==> src/rtl/demux_pkg.sv <==
// demux_pkg: shared constants and types for the demux router slice.
//   SEL_W       channel select width
//   DROP_CNT_W  width of the optional discarded-word counter
//   DATA_W_DEF  default payload width
//   NCH_DEF     default number of output channels
//   slot_state_e  one-entry slot occupancy state
package demux_pkg;

  localparam int SEL_W      = 5;
  localparam int DROP_CNT_W = 16;
  localparam int DATA_W_DEF = 8;
  localparam int NCH_DEF    = 31;

  typedef enum logic {
    SLOT_EMPTY = 1'b0,
    SLOT_FULL  = 1'b1
  } slot_state_e;

endpackage

==> src/rtl/demux_slot.sv <==
// demux_slot: one-entry holding slot for a single router output channel.
// Ports:
//   clk, reset   rising-edge clock, synchronous active-high reset
//   load         a word is transferred into this slot this cycle
//   load_data    the word being loaded
//   out_ready    downstream consumer takes the held word
//   out_valid    slot holds a word
//   out_data     held word (keeps its last value when empty)
//   slot_ready   slot can take a word this cycle (empty, or draining now)
//
// state      | meaning
// -----------+--------------------------------------------
// SLOT_EMPTY | no word held, out_valid low
// SLOT_FULL  | word held on out_data, out_valid high
module demux_slot
  import demux_pkg::*;
#(
  parameter int DATA_W = DATA_W_DEF
) (
  input  logic              clk,
  input  logic              reset,
  input  logic              load,
  input  logic [DATA_W-1:0] load_data,
  input  logic              out_ready,
  output logic              out_valid,
  output logic [DATA_W-1:0] out_data,
  output logic              slot_ready
);

  slot_state_e state, state_nx;

  always_ff @(posedge clk) begin
    if (reset) begin
      state    <= SLOT_EMPTY;
      out_data <= '0;
    end else begin
      state <= state_nx;
      if (load) out_data <= load_data;
    end
  end

  always_comb begin
    state_nx = state;
    case (state)
      SLOT_EMPTY: if (load) state_nx = SLOT_FULL;
      SLOT_FULL:  if (out_ready && !load) state_nx = SLOT_EMPTY;
      default:    state_nx = SLOT_EMPTY;
    endcase
  end

  assign out_valid  = (state == SLOT_FULL);
  // A full slot being drained this cycle can be refilled in the same cycle.
  assign slot_ready = (state == SLOT_EMPTY) || out_ready;

endmodule

==> src/rtl/demux_router.sv <==
// demux_router: routes one input stream to NCH one-entry output slots by in_sel.
// Words addressed past the last channel are accepted and discarded.
// Optional feature macro: DEMUX_DROP_CNT_EN adds the saturating drop_cnt output.
// Ports:
//   clk, reset   rising-edge clock, synchronous active-high reset
//   in_valid     upstream word valid
//   in_ready     router accepts the word this cycle (independent of in_valid)
//   in_sel       destination channel index
//   in_data      payload
//   out_valid    per-channel word present
//   out_ready    per-channel consumer ready
//   out_data     channel i at [i*DATA_W +: DATA_W]
//   drop_cnt     discarded-word count (only with DEMUX_DROP_CNT_EN)
module demux_router
  import demux_pkg::*;
#(
  parameter int DATA_W = DATA_W_DEF,
  parameter int NCH    = NCH_DEF
) (
  input  logic                  clk,
  input  logic                  reset,
  input  logic                  in_valid,
  output logic                  in_ready,
  input  logic [SEL_W-1:0]      in_sel,
  input  logic [DATA_W-1:0]     in_data,
  output logic [NCH-1:0]        out_valid,
  input  logic [NCH-1:0]        out_ready,
  output logic [NCH*DATA_W-1:0] out_data
`ifdef DEMUX_DROP_CNT_EN
  ,
  output logic [DROP_CNT_W-1:0] drop_cnt
`endif
);

  logic [NCH-1:0]      slot_ready;
  logic [(1<<SEL_W)-1:0] rdy_pad;
  logic                xfer_in;

  // Unused select codes read as ready so out-of-range words are always taken.
  always_comb begin
    rdy_pad          = '1;
    rdy_pad[NCH-1:0] = slot_ready;
  end

  assign in_ready = !reset && rdy_pad[in_sel];
  assign xfer_in  = in_valid && in_ready;

  for (genvar i = 0; i < NCH; i++) begin : g_slot
    demux_slot #(.DATA_W(DATA_W)) u_slot (
      .clk        (clk),
      .reset      (reset),
      .load       (xfer_in && (in_sel == SEL_W'(i))),
      .load_data  (in_data),
      .out_ready  (out_ready[i]),
      .out_valid  (out_valid[i]),
      .out_data   (out_data[i*DATA_W +: DATA_W]),
      .slot_ready (slot_ready[i])
    );
  end

`ifdef DEMUX_DROP_CNT_EN
  logic sel_oob;
  assign sel_oob = (int'(in_sel) >= NCH);

  always_ff @(posedge clk) begin
    if (reset) begin
      drop_cnt <= '0;
    end else if (xfer_in && sel_oob && (drop_cnt != '1)) begin
      drop_cnt <= drop_cnt + 1'b1;
    end
  end
`endif

endmodule
==> config.mk <==
export PLATFORM = sky130hd
export DESIGN_NAME = demux_router
export DESIGN_NICKNAME = d
export VERILOG_FILES = /design/src/rtl/demux_pkg.sv /design/src/rtl/demux_slot.sv /design/src/rtl/demux_router.sv
export SDC_FILE = /design/constraint.sdc
export NUM_CORES = 1
export LEC_CHECK = 0
export ABC_AREA = 1
export BUFFER_PORTS_ARGS = -buffer_cell sky130_fd_sc_hd__clkbuf_2
export CELL_PAD_IN_SITES_DETAIL_PLACEMENT = 1
export CELL_PAD_IN_SITES_GLOBAL_PLACEMENT = 1
export CORE_UTILIZATION = 37
export DETAILED_ROUTE_END_ITERATION = 12
export HOLD_SLACK_MARGIN = 0.03
export MAX_ROUTING_LAYER = met4
export PLACE_DENSITY = 0.8
export SYNTH_ARGS = -nofsm -noshare
export SYNTH_HDL_FRONTEND = slang
export SYNTH_SLANG_ARGS = --single-unit
==> constraint.sdc <==
create_clock -name clk -period 2.43 [get_ports clk]
set_clock_uncertainty 0.1 [all_clocks]
set_input_delay 0.243 -clock clk [delete_from_list [all_inputs] [get_ports clk]]
set_output_delay 0.243 -clock clk [all_outputs]
set_load 0.03 [all_outputs]
==> results of run 1 <==
[kinds of logic (layout without fill, tap and decap cells)]
| logic type | after synthesis | after routing | synth area share |
|---|---|---|---|
| buf+inv | 237 | 586 | 0.09894 |
| simple gates | 1233 | 1233 | 0.4397 |
| flops | 279 | 279 | 0.4549 |
| compound gates | 16 | 16 | 0.006521 |
| other cells | 0 | 4 | 0 |
[stage by stage]
step,std cells,total power [mW],worst slack (ps)
finish,2560,10.87,107.9
global route,2559,11.21,-5.890
CTS,2554,10.90,9.358
detailed placement,2458,5.588,-6.980
global placement,2458,5.571,2.885
floorplan,1765,5.281,605.6
[cell usage in the layout, fill, tap and decap left out, types with 2 or more instances in the layout]
cell / Yosys / final
clkbuf_1: 21 / 7
clkinv_2: 0 / 4
clkbuf_8: 0 / 10
o21ai_1: 1 / 2
nor3_1: 2 / 2
clkbuf_16: 0 / 38
buf_6: 24 / 2
inv_2: 3 / 5
clkinvlp_4: 0 / 2
buf_4: 37 / 62
dfxtp_1: 279 / 279
o21ai_0: 5 / 3
clkinv_1: 0 / 6
a21oi_1: 10 / 10
nor2_4: 3 / 11
inv_1: 82 / 73
nor2_1: 614 / 594
nor2_2: 28 / 40
bufinv_16: 0 / 2
clkbuf_2: 0 / 324
nand2_2: 1 / 2
bufbuf_16: 0 / 2
nand2_1: 313 / 312
buf_12: 0 / 15
dlygate4sd3_1: 0 / 31
nand3_1: 20 / 20
nand4_1: 248 / 248
inv_6: 0 / 2
diode_2: 0 / 4
nor3_2: 3 / 3
[registers in the layout (all words and copies together) (netlist names)]
| signal | count |
|---|---|
| g_slot.u_slot.out_data | 248 |
| g_slot.u_slot.out_valid | 31 |
[final cells by class]
type	count	share of cell area
Sequential cell	279	0.3472
Multi-Input combinational cell	1249	0.3471
Timing Repair Buffer	439	0.1772
Clock buffer	53	0.06688
Tap cell	442	0.03438
Inverter	85	0.02014
Clock inverter	9	0.006455
Antenna cell	4	0.0006222
[layer usage]
metal  GRT usage  vias to the layer above  routed length, um
li1            -                     6334                  -
met1      0.3599                     6393              21340
met2      0.4736                      473              23190
met3     0.04584                       96               2810
met4      0.1097                        0               1491
met5           -                        -                  0
[worst paths after layout]
path | start | to | slack, ps | cells past startpoint
min reg2reg | g_slot[28].u_slot.out_data[0] | g_slot[28].u_slot.out_data[0] | 380 | 2
min | out_ready[11] | g_slot[11].u_slot.out_valid | 100 | 4
max reg2reg | g_slot[11].u_slot.out_valid | g_slot[14].u_slot.out_data[2] | 160 | 15
max | out_ready[4] | in_ready | 110 | 12
[critical path, stage by stage]
cell           delay, ps
dlygate4sd3_1        530
clkbuf_2             120
nor2_2               210
nand2_1               70
nand2_1              130
o21ai_2               80
nand2_1               60
nor2_1                50
nor2_2               140
nor2_4                70
buf_12               130
buf_6                130
[power groups by stage]
stage	logic, mW	clock network [mW]	registers, mW
floorplan	0.499	0	4.78
global placement	0.842	0	4.73
detailed placement	0.859	0	4.73
CTS	0.925	5.35	4.63
global route	1.02	5.56	4.63
finish	0.953	5.29	4.63
[what timing repair did]
action                                  in CTS  in global routing
endpoints found under the setup margin       1                225
gates resized for setup                     13                 27
pin swaps                                    1                  3
hold endpoints to repair                    32                  1
buffers inserted                             2                  0
hold buffers                                30                  1
gates cloned                                 2                  1
==> metrics.txt, run 1 <==
clock-pin slew on the worst setup and hold paths=approximately 60 ps; P_sw=between 2 and 3 mW; Core Box Area=about 33000 um2; syn avg cell area=~7 um2; Final Max Tran Viols=0; CTS buffer count=34; Comb power frac=0.088; routed via count=approximately 13000; count leader, synth=nor2_1; I/O pin count=about 330; Clock Sinks=~280; final clock period utilization by the worst path=0.9556; Hold Violations, Final=0; Post-route DRC=0; final setup violation count=0; chip width=184.2 um; Setup Total Neg Slack=0 ps; CTS tree=done; clock buffer depth=3; Post-Syn Nets=around 1800; layout cell share with drive strength beyond 1=0.2493; area growth from synthesis to layout=31.02%; worst slew pin tran=944.2 ps; Yosys reg bits=279; yosys warns=0; worst-skew pair later-pin latency=500 ps; initial antenna violation count=3; internal power=between 8 and 9 mW; Synth area leader=dfxtp_1; WHS=98.93 ps; first-pass GRT wire length=between 70 and 80 mm; synth cell count leaders=nor2_1 (614), nand2_1 (313), dfxtp_1 (279); Synth Flop Type=dfxtp_1; f_max=0.4307 GHz; GRT Overall Usage=0.2901; Post-synth EDFFs=0; CTS root buf=clkbuf_16; Slew HR=0.3705; post-synth top area share=0.4549; RePlAce Congestion=0.9463; largest net degree at the start of global routing=210; WL final=~50 mm; CP endpoint kind=output pin; Worst EP arrival=slightly below 2000 ps; # rows=66; Post-Route Utilization=0.4932; Starting Density=0.3764; Leakage=around 7.1 nW; multi-input logic area=about 5600 um2; via/cell ratio=roughly 5.2; HPWL Detailed=around 32 mm; sw frac=0.2488; Initial DRT Pass Iterations=5; gr ovfl total=0; outcome=completed; Final Cell Area=around 16000 um2; pwr/cell area=approximately 680 nW/um2; sequential area share after synthesis=0.4549; H-tree Lvls=2; # fillers=roughly 4200; Iteration-0 DRC Markers=908; register share of total power=0.426; Clk pwr share=0.486; worst hold-check path type=in -> reg; worst vdd ir=around 440 uV; CP Max Fanout=2; kind of critical path=in -> out; Cell variety after synth=21; crit path launch type=primary input; nets=~2100; post-route ant nets=0; vias in the first global route=between 10000 and 15000; crit path time final=2322 ps; synth top area cells=dfxtp_1 (45%), nor2_1 (19%), nand4_1 (13%), nand2_1 (9.6%), inv_1 (2.5%); Buffers on Ports=approximately 330; synthesized cell area=~12000 um2; routed len/inst=between 15 and 20 um; Worst EP required=2090 ps; Cells after Synth=about 1800; die area=33920 um2; die height=approximately 180 um; async set-reset flop share out of synthesis=0; Sequential cell area=between 5000 and 6000 um2; max cap viols=0; dpl cell area=roughly 14000 um2
No activity file was read; power rests on OpenSTA's default activity.
==> inputs of run 2 (changes only) <==
--- a/config.mk
+++ b/config.mk
@@ -9,11 +9,11 @@
 export BUFFER_PORTS_ARGS = -buffer_cell sky130_fd_sc_hd__clkbuf_2
 export CELL_PAD_IN_SITES_DETAIL_PLACEMENT = 1
 export CELL_PAD_IN_SITES_GLOBAL_PLACEMENT = 1
-export CORE_UTILIZATION = 37
+export CORE_UTILIZATION = 38
+export CTS_BUF_LIST = sky130_fd_sc_hd__clkbuf_8
 export DETAILED_ROUTE_END_ITERATION = 12
 export HOLD_SLACK_MARGIN = 0.03
-export MAX_ROUTING_LAYER = met4
-export PLACE_DENSITY = 0.8
+export PLACE_DENSITY = 0.91
 export SYNTH_ARGS = -nofsm -noshare
 export SYNTH_HDL_FRONTEND = slang
 export SYNTH_SLANG_ARGS = --single-unit
==> run 2 against run 1 <==
Against the previous run: the flow now finishes with violations (negative hold slack, negative setup slack); hold slack got worse by 100 ps; flip-flop and latch count stayed put; total power shrank 7.9%; critical path type is now reg -> reg; largest power group is now registers.
==> metrics.txt, run 2 (synthesized netlist as in run 1, its figures left out) <==
outcome=finished, violations left (was completed); violated checks=negative hold slack, negative setup slack; CTS root buf=clkbuf_8 (was clkbuf_16); Non-Filler Instances=2535 (was 2560); RSZ-0062 raised after global routing=yes; clock buffer depth=3 (unchanged); GRT Overall Usage=0.3095 (was 0.2901); worst vdd ir=433.9 uV (was 442.4 uV); largest net degree at the start of global routing=190 (was 210); Core Box Area=31640 um2 (was 32620 um2); Slew HR=0.3341 (was 0.3705); setup ws final=-15.60 ps (was 107.9 ps); Clock Sinks=279 (unchanged); RePlAce Congestion=0.9519 (was 0.9463); crit path time final=2446 ps (was 2322 ps); dpl cells=2411 (was 2458); CP Max Fanout=10 (was 2); vias in the first global route=14061 (was 13361); worst slew pin tran=992.7 ps (was 944.2 ps); via/cell ratio=5.525 (was 5.194); Leakage=7.110 nW (was 7.128 nW); Post-Route Utilization=0.5022 (was 0.4932); # rows=65 (was 66); final clock period utilization by the worst path=1.006 (was 0.9556); chip width=181.8 um (was 184.2 um); gr ovfl total=0 (unchanged); layout cell share with drive strength beyond 1=0.2661 (was 0.2493); Worst EP required=2800 ps (was 2090 ps); HPWL Detailed=32.59 mm (was 31.68 mm); cts hold-fix bufs=30 (unchanged); I/O pin count=327 (unchanged); Buffers on Ports=326 (unchanged); post-route ant nets=0 (unchanged); max cap viols=0 (unchanged); commonest non-fill, non-tap cells in the layout=nor2_1 (590), clkbuf_2 (324), nand2_1 (306), dfxtp_1 (267), nand4_1 (248) (was nor2_1 (594), clkbuf_2 (324), nand2_1 (312), dfxtp_1 (279), nand4_1 (248)); CP endpoint kind=register (was output pin); f_max=0.4089 GHz (was 0.4307 GHz); die area=33040 um2 (was 33920 um2); Iteration-0 DRC Markers=1042 (was 908); die height=181.8 um (was 184.2 um); Hold Violations, Final=1 (was 0); pre-CTS WS=-16.90 ps (was -6.980 ps); Largest register FFs=248 (unchanged); FF-to-FF setup slack=-20 ps (was 160 ps); Post-route DRC=0 (unchanged); initial antenna violation count=3 (unchanged); crit path launch type=register (was primary input); kind of critical path=reg -> reg (was in -> out); worst hold-check path type=in -> reg (unchanged); WHS=-4.633 ps (was 98.93 ps); Final Max Tran Viols=0 (unchanged); WL final=54.33 mm (was 48.83 mm); H-tree Lvls=2 (unchanged); pwr/cell area=630.4 nW/um2 (was 675.6 nW/um2); Worst EP arrival=2810 ps (was 1980 ps); CTS buffer count=50 (was 34); worst-skew pair later-pin latency=580 ps (was 500 ps); Initial DRT Pass Iterations=7 (was 5); clock-pin slew on the worst setup and hold paths=60 ps (about the same); CTS tree=done (unchanged); Setup Total Neg Slack=-15.60 ps (was 0 ps); routed via count=14005 (was 13296); nets=2148 (was 2135); Starting Density=0.3881 (was 0.3764); area growth from synthesis to layout=29.38% (was 31.02%); Top reg by flops=g_slot.u_slot.out_data (unchanged); first-pass GRT wire length=80.01 mm (was 74.63 mm); most common cell after layout, fill and taps aside=nor2_1 (unchanged); final setup violation count=1 (was 0); routed len/inst=21.43 um (was 19.07 um)
==> run 2: changes by cell type in the layout (fill, tap and decap cells not counted), sizes merged <==
cell / change
bufinv: -1
bufbuf: -1
clkbuf: +13
clkinv: -3
clkinvlp: -1
buf: -5
dlygate4sd3: -1
inv: +16
diode: -2
==> run 2: layer usage <==
layer / GRT usage / share of wire / vias to the layer above
met2: 0.5288 / 0.49 / 707
met3: 0.06237 / 0.077 / 177
met4: 0.1468 / 0.043 / 2
met1: 0.3717 / 0.39 / 6769
li1: - / - / 6350
met5: 0 / 0.00024 / -
==> run 2: worst max-delay path: stages (launching register included) <==
cell and delay, ps:
dfxtp_1 320, inv_1 130, nor2_4 70, nand2_1 60
nand2_1 60, o21ai_1 150, nand2_1 100, nor2_2 120
nor2_2 60, nor2_4 170, buf_4 190, buf_12 190
buf_4 190, nand4_1 170, nand2_1 200, nor2_1 70
==> run 2: final cells by class <==
cell class,instances,area (um2)
well taps,402,503.0
repair buffers,436,2829
flip-flops and latches,279,5600
inverters,85,324.1
diodes,2,5.005
clock inverters,20,107.6
multi-input cells,1249,5664
clock buffers,62,853.3
fillers,4039,15750
==> run 2: timing repair <==
| item | 4_1_cts | 5_1_grt |
|---|---|---|
| gates resized for setup | 33 | 49 |
| pin swaps | 3 | 12 |
| buffers inserted | 2 | 4 |
| endpoints found under the hold margin | 30 | 1 |
| setup endpoints to repair | 1 | 191 |
| cloned | 1 | 4 |
==> run 2: path summary, 6_finish.rpt <==
kind,start,cells past startpoint,to
worst max-delay path,g_slot[14].u_slot.out_valid,15,g_slot[18].u_slot.out_data[3]
worst min-delay path,out_ready[11],4,g_slot[11].u_slot.out_valid
worst max register to register,g_slot[14].u_slot.out_valid,15,g_slot[18].u_slot.out_data[3]
worst min register to register,g_slot[14].u_slot.out_data[3],2,g_slot[14].u_slot.out_data[3]
==> run 2: through the flow <==
stage | area (um2) | hold slack, ps | total power, mW
after floorplan | 12280 | 318.4 | 5.281
after global placement | 14220 | 364.4 | 5.549
after detailed placement | 14220 | 377.0 | 5.573
after CTS | 15630 | 31.90 | 9.943
after global routing | 15890 | -26.72 | 10.31
final | 15890 | -4.633 | 10.01
==> run 2: report_power, final <==
part,internal (mW),leakage [nW],switching [mW],total (mW)
registers,4.61,2.25,0.0243,4.63
clock network,2.37,0.553,2.03,4.40
logic,0.289,4.30,0.689,0.978
==> inputs of run 3 (changes only) <==
--- a/config.mk
+++ b/config.mk
@@ -12,8 +12,9 @@
 export CORE_UTILIZATION = 38
 export CTS_BUF_LIST = sky130_fd_sc_hd__clkbuf_8
 export DETAILED_ROUTE_END_ITERATION = 12
-export HOLD_SLACK_MARGIN = 0.03
+export HOLD_SLACK_MARGIN = 0.12
 export PLACE_DENSITY = 0.91
+export REMOVE_ABC_BUFFERS = 1
 export SYNTH_ARGS = -nofsm -noshare
 export SYNTH_HDL_FRONTEND = slang
 export SYNTH_SLANG_ARGS = --single-unit
==> run 3 against run 2 <==
Against the previous run: die area did not move; first-iteration DRC count fell by 3.2%; sequential power barely moved; via count fell by 0.92%; wire length fell by 5.0%; total power rose by 0.12%; flip-flop and latch count did not move; clock-buffer cell count fell by 2; the flow finishes with violations (negative setup slack); register-to-register slack improved by 60 ps; largest cell class unchanged; sequential share of layout area fell by 0.16 points.
==> metrics.txt, run 3 (synthesized netlist as in run 1, its figures left out) <==
HPWL Detailed=32.20 mm (was 32.59 mm); violated checks=negative setup slack (was negative hold slack, negative setup slack); f_max=0.4025 GHz (was 0.4089 GHz); area growth from synthesis to layout=29.74% (was 29.38%); Core Box Area=31640 um2 (unchanged); kind of critical path=reg -> out (was reg -> reg); post-route ant nets=0 (unchanged); RSZ-0062 raised after global routing=yes (unchanged); die height=181.8 um (unchanged); CTS buffer count=48 (was 50); Post-route DRC=0 (unchanged); CP endpoint kind=output pin (was register); die area=33040 um2 (unchanged); vias in the first global route=14057 (was 14061); worst vdd ir=427.0 uV (was 433.9 uV); dpl cell area=14260 um2 (was 14220 um2); most frequent cell on the critical path=nor2_2 (was nand2_1); Clock Sinks=279 (unchanged); largest net degree at the start of global routing=172 (was 190); clock buffer depth=3 (unchanged); Starting Density=0.3881 (unchanged); via/cell ratio=5.467 (was 5.525); CTS tree=done (unchanged); Buffers on Ports=326 (unchanged); Non-Filler Instances=2538 (was 2535); nets=2150 (was 2148); Final Max Tran Viols=0 (unchanged); Slowest cell on crit path=dfxtp_1 (unchanged); Worst EP required=2090 ps (was 2800 ps); outcome=finished, violations left (unchanged); Worst EP arrival=2140 ps (was 2810 ps); commonest non-fill, non-tap cells in the layout=nor2_1 (593), clkbuf_2 (324), nand2_1 (309), dfxtp_1 (275), nand4_1 (248) (was nor2_1 (590), clkbuf_2 (324), nand2_1 (306), dfxtp_1 (267), nand4_1 (248)); Iteration-0 DRC Markers=1009 (was 1042); initial antenna violation count=0 (was 3); max cap viols=0 (unchanged); GRT Overall Usage=0.3004 (was 0.3095); first-pass GRT wire length=78.01 mm (was 80.01 mm); Slew HR=0.3356 (was 0.3341); # rows=65 (unchanged); sequence of cells on the critical path=inv_1 > nor2_2 > nand2_1 > o21ai_0 > o21ai_1 > nand2_1 > nor2_2 > nor2_2 > nor2_4 > buf_12 > buf_8 (was inv_1 > nor2_4 > nand2_1 > nand2_1 > o21ai_1 > nand2_1 > nor2_2 > nor2_2 > nor2_4 > buf_4 > buf_12 > buf_4 > nand4_1 > nand2_1 > nor2_1); H-tree Lvls=2 (unchanged); chip width=181.8 um (unchanged); Final Cell Area=15930 um2 (was 15890 um2); worst slew pin tran=990.5 ps (was 992.7 ps); CP peak stage delay=320 ps (about the same); Leakage=7.109 nW (was 7.110 nW); Hold Violations, Final=0 (was 1); routed via count=13876 (was 14005); final setup violation count=1 (unchanged); crit path launch type=register (unchanged); Top delay family on crit path=simple AND/OR/NAND/NOR gates (unchanged); worst-skew pair later-pin latency=560 ps (was 580 ps); Top reg by flops=g_slot.u_slot.out_data (unchanged); RePlAce Congestion=0.8133 (was 0.9519); crit path time final=2484 ps (was 2446 ps); Largest register FFs=248 (unchanged); routed len/inst=20.34 um (was 21.43 um); most common cell after layout, fill and taps aside=nor2_1 (unchanged); I/O pin count=327 (unchanged); Buf/Inv on CP=3 (was 4); worst hold-check path type=in -> reg (unchanged); dpl cells=2413 (was 2411); clock-pin slew on the worst setup and hold paths=70 ps (was 60 ps); final clock period utilization by the worst path=1.022 (was 1.006); pwr/cell area=629.3 nW/um2 (was 630.4 nW/um2); WL final=51.62 mm (was 54.33 mm); layout cell share with drive strength beyond 1=0.2590 (was 0.2661); Initial DRT Pass Iterations=5 (was 7); CP Max Fanout=3 (was 10); FF-to-FF setup slack=40 ps (was -20 ps); gr ovfl total=0 (unchanged); CTS root buf=clkbuf_8 (unchanged); setup ws final=-54.42 ps (was -15.60 ps)
==> run 3: cell count changes in the layout (fill, tap and decap cells not counted), sizes merged, moves of 2 or more <==
cell         delta
dlygate4sd3     +2
clkbuf          -7
buf             +7
clkinv          +3
==> run 3: final cells by class <==
cell class	count	area (um2)
inverters	85	326.6
well taps	402	503.0
flip-flops and latches	279	5590
fillers	4070	15710
repair buffers	440	2840
clock buffers	60	825.8
clock inverters	22	143.9
diodes	1	2.502
multi-input cells	1249	5699
==> run 3: per-layer routing <==
layer	up-vias	GRT usage	part of all wire
met5	-	0	0
met4	0	0.1549	0.045
met3	169	0.05195	0.065
met2	681	0.5071	0.49
met1	6672	0.3668	0.40
li1	6354	-	-
==> run 3: metrics by stage <==
| stage | utilization | hold WS (ps) | TNS, ps | setup slack, ps | total power [mW] |
|---|---|---|---|---|---|
| 2_1_floorplan | - | 212.1 | -925190 | -3424 | 5.161 |
| 3_3_place_gp | 0.4507 | 363.0 | -17490 | -221.7 | 5.560 |
| 3_5_place_dp | 0.4507 | 372.7 | -34220 | -355.2 | 5.585 |
| 4_1_cts | 0.4952 | 160.6 | -32.64 | -23.40 | 10.01 |
| 5_1_grt | 0.5035 | 209.2 | -3196 | -144.0 | 10.35 |
| 6_report | 0.5036 | 195.4 | -54.42 | -54.42 | 10.03 |
==> run 3: timing repair <==
item,CTS,global route
buffers inserted,3,6
gates cloned,1,0
pin swaps,1,9
endpoints found under the hold margin,31,0
setup endpoints to repair,65,276
gates resized for setup,22,64
hold buffers,32,0
==> run 3: worst min-delay path: cells and delay by family <==
family	cells	cell delay, ps
and+or+nand+nor	3	220
buffers and inverters	3	340
==> run 3: power by group <==
part,internal (mW),switching (mW),total [mW]
Sequential,4.61,0.0239,4.63
Clock,2.42,2.00,4.42
Combinational,0.289,0.685,0.974
==> run 3: worst paths after layout <==
path,depth (start not counted),end,start
worst max-delay path,11,in_ready,g_slot[3].u_slot.out_valid
worst min register to register,2,g_slot[23].u_slot.out_data[4],g_slot[23].u_slot.out_data[4]
worst max register to register,15,g_slot[26].u_slot.out_data[5],g_slot[3].u_slot.out_valid
worst min-delay path,6,g_slot[30].u_slot.out_data[4],in_data[4]
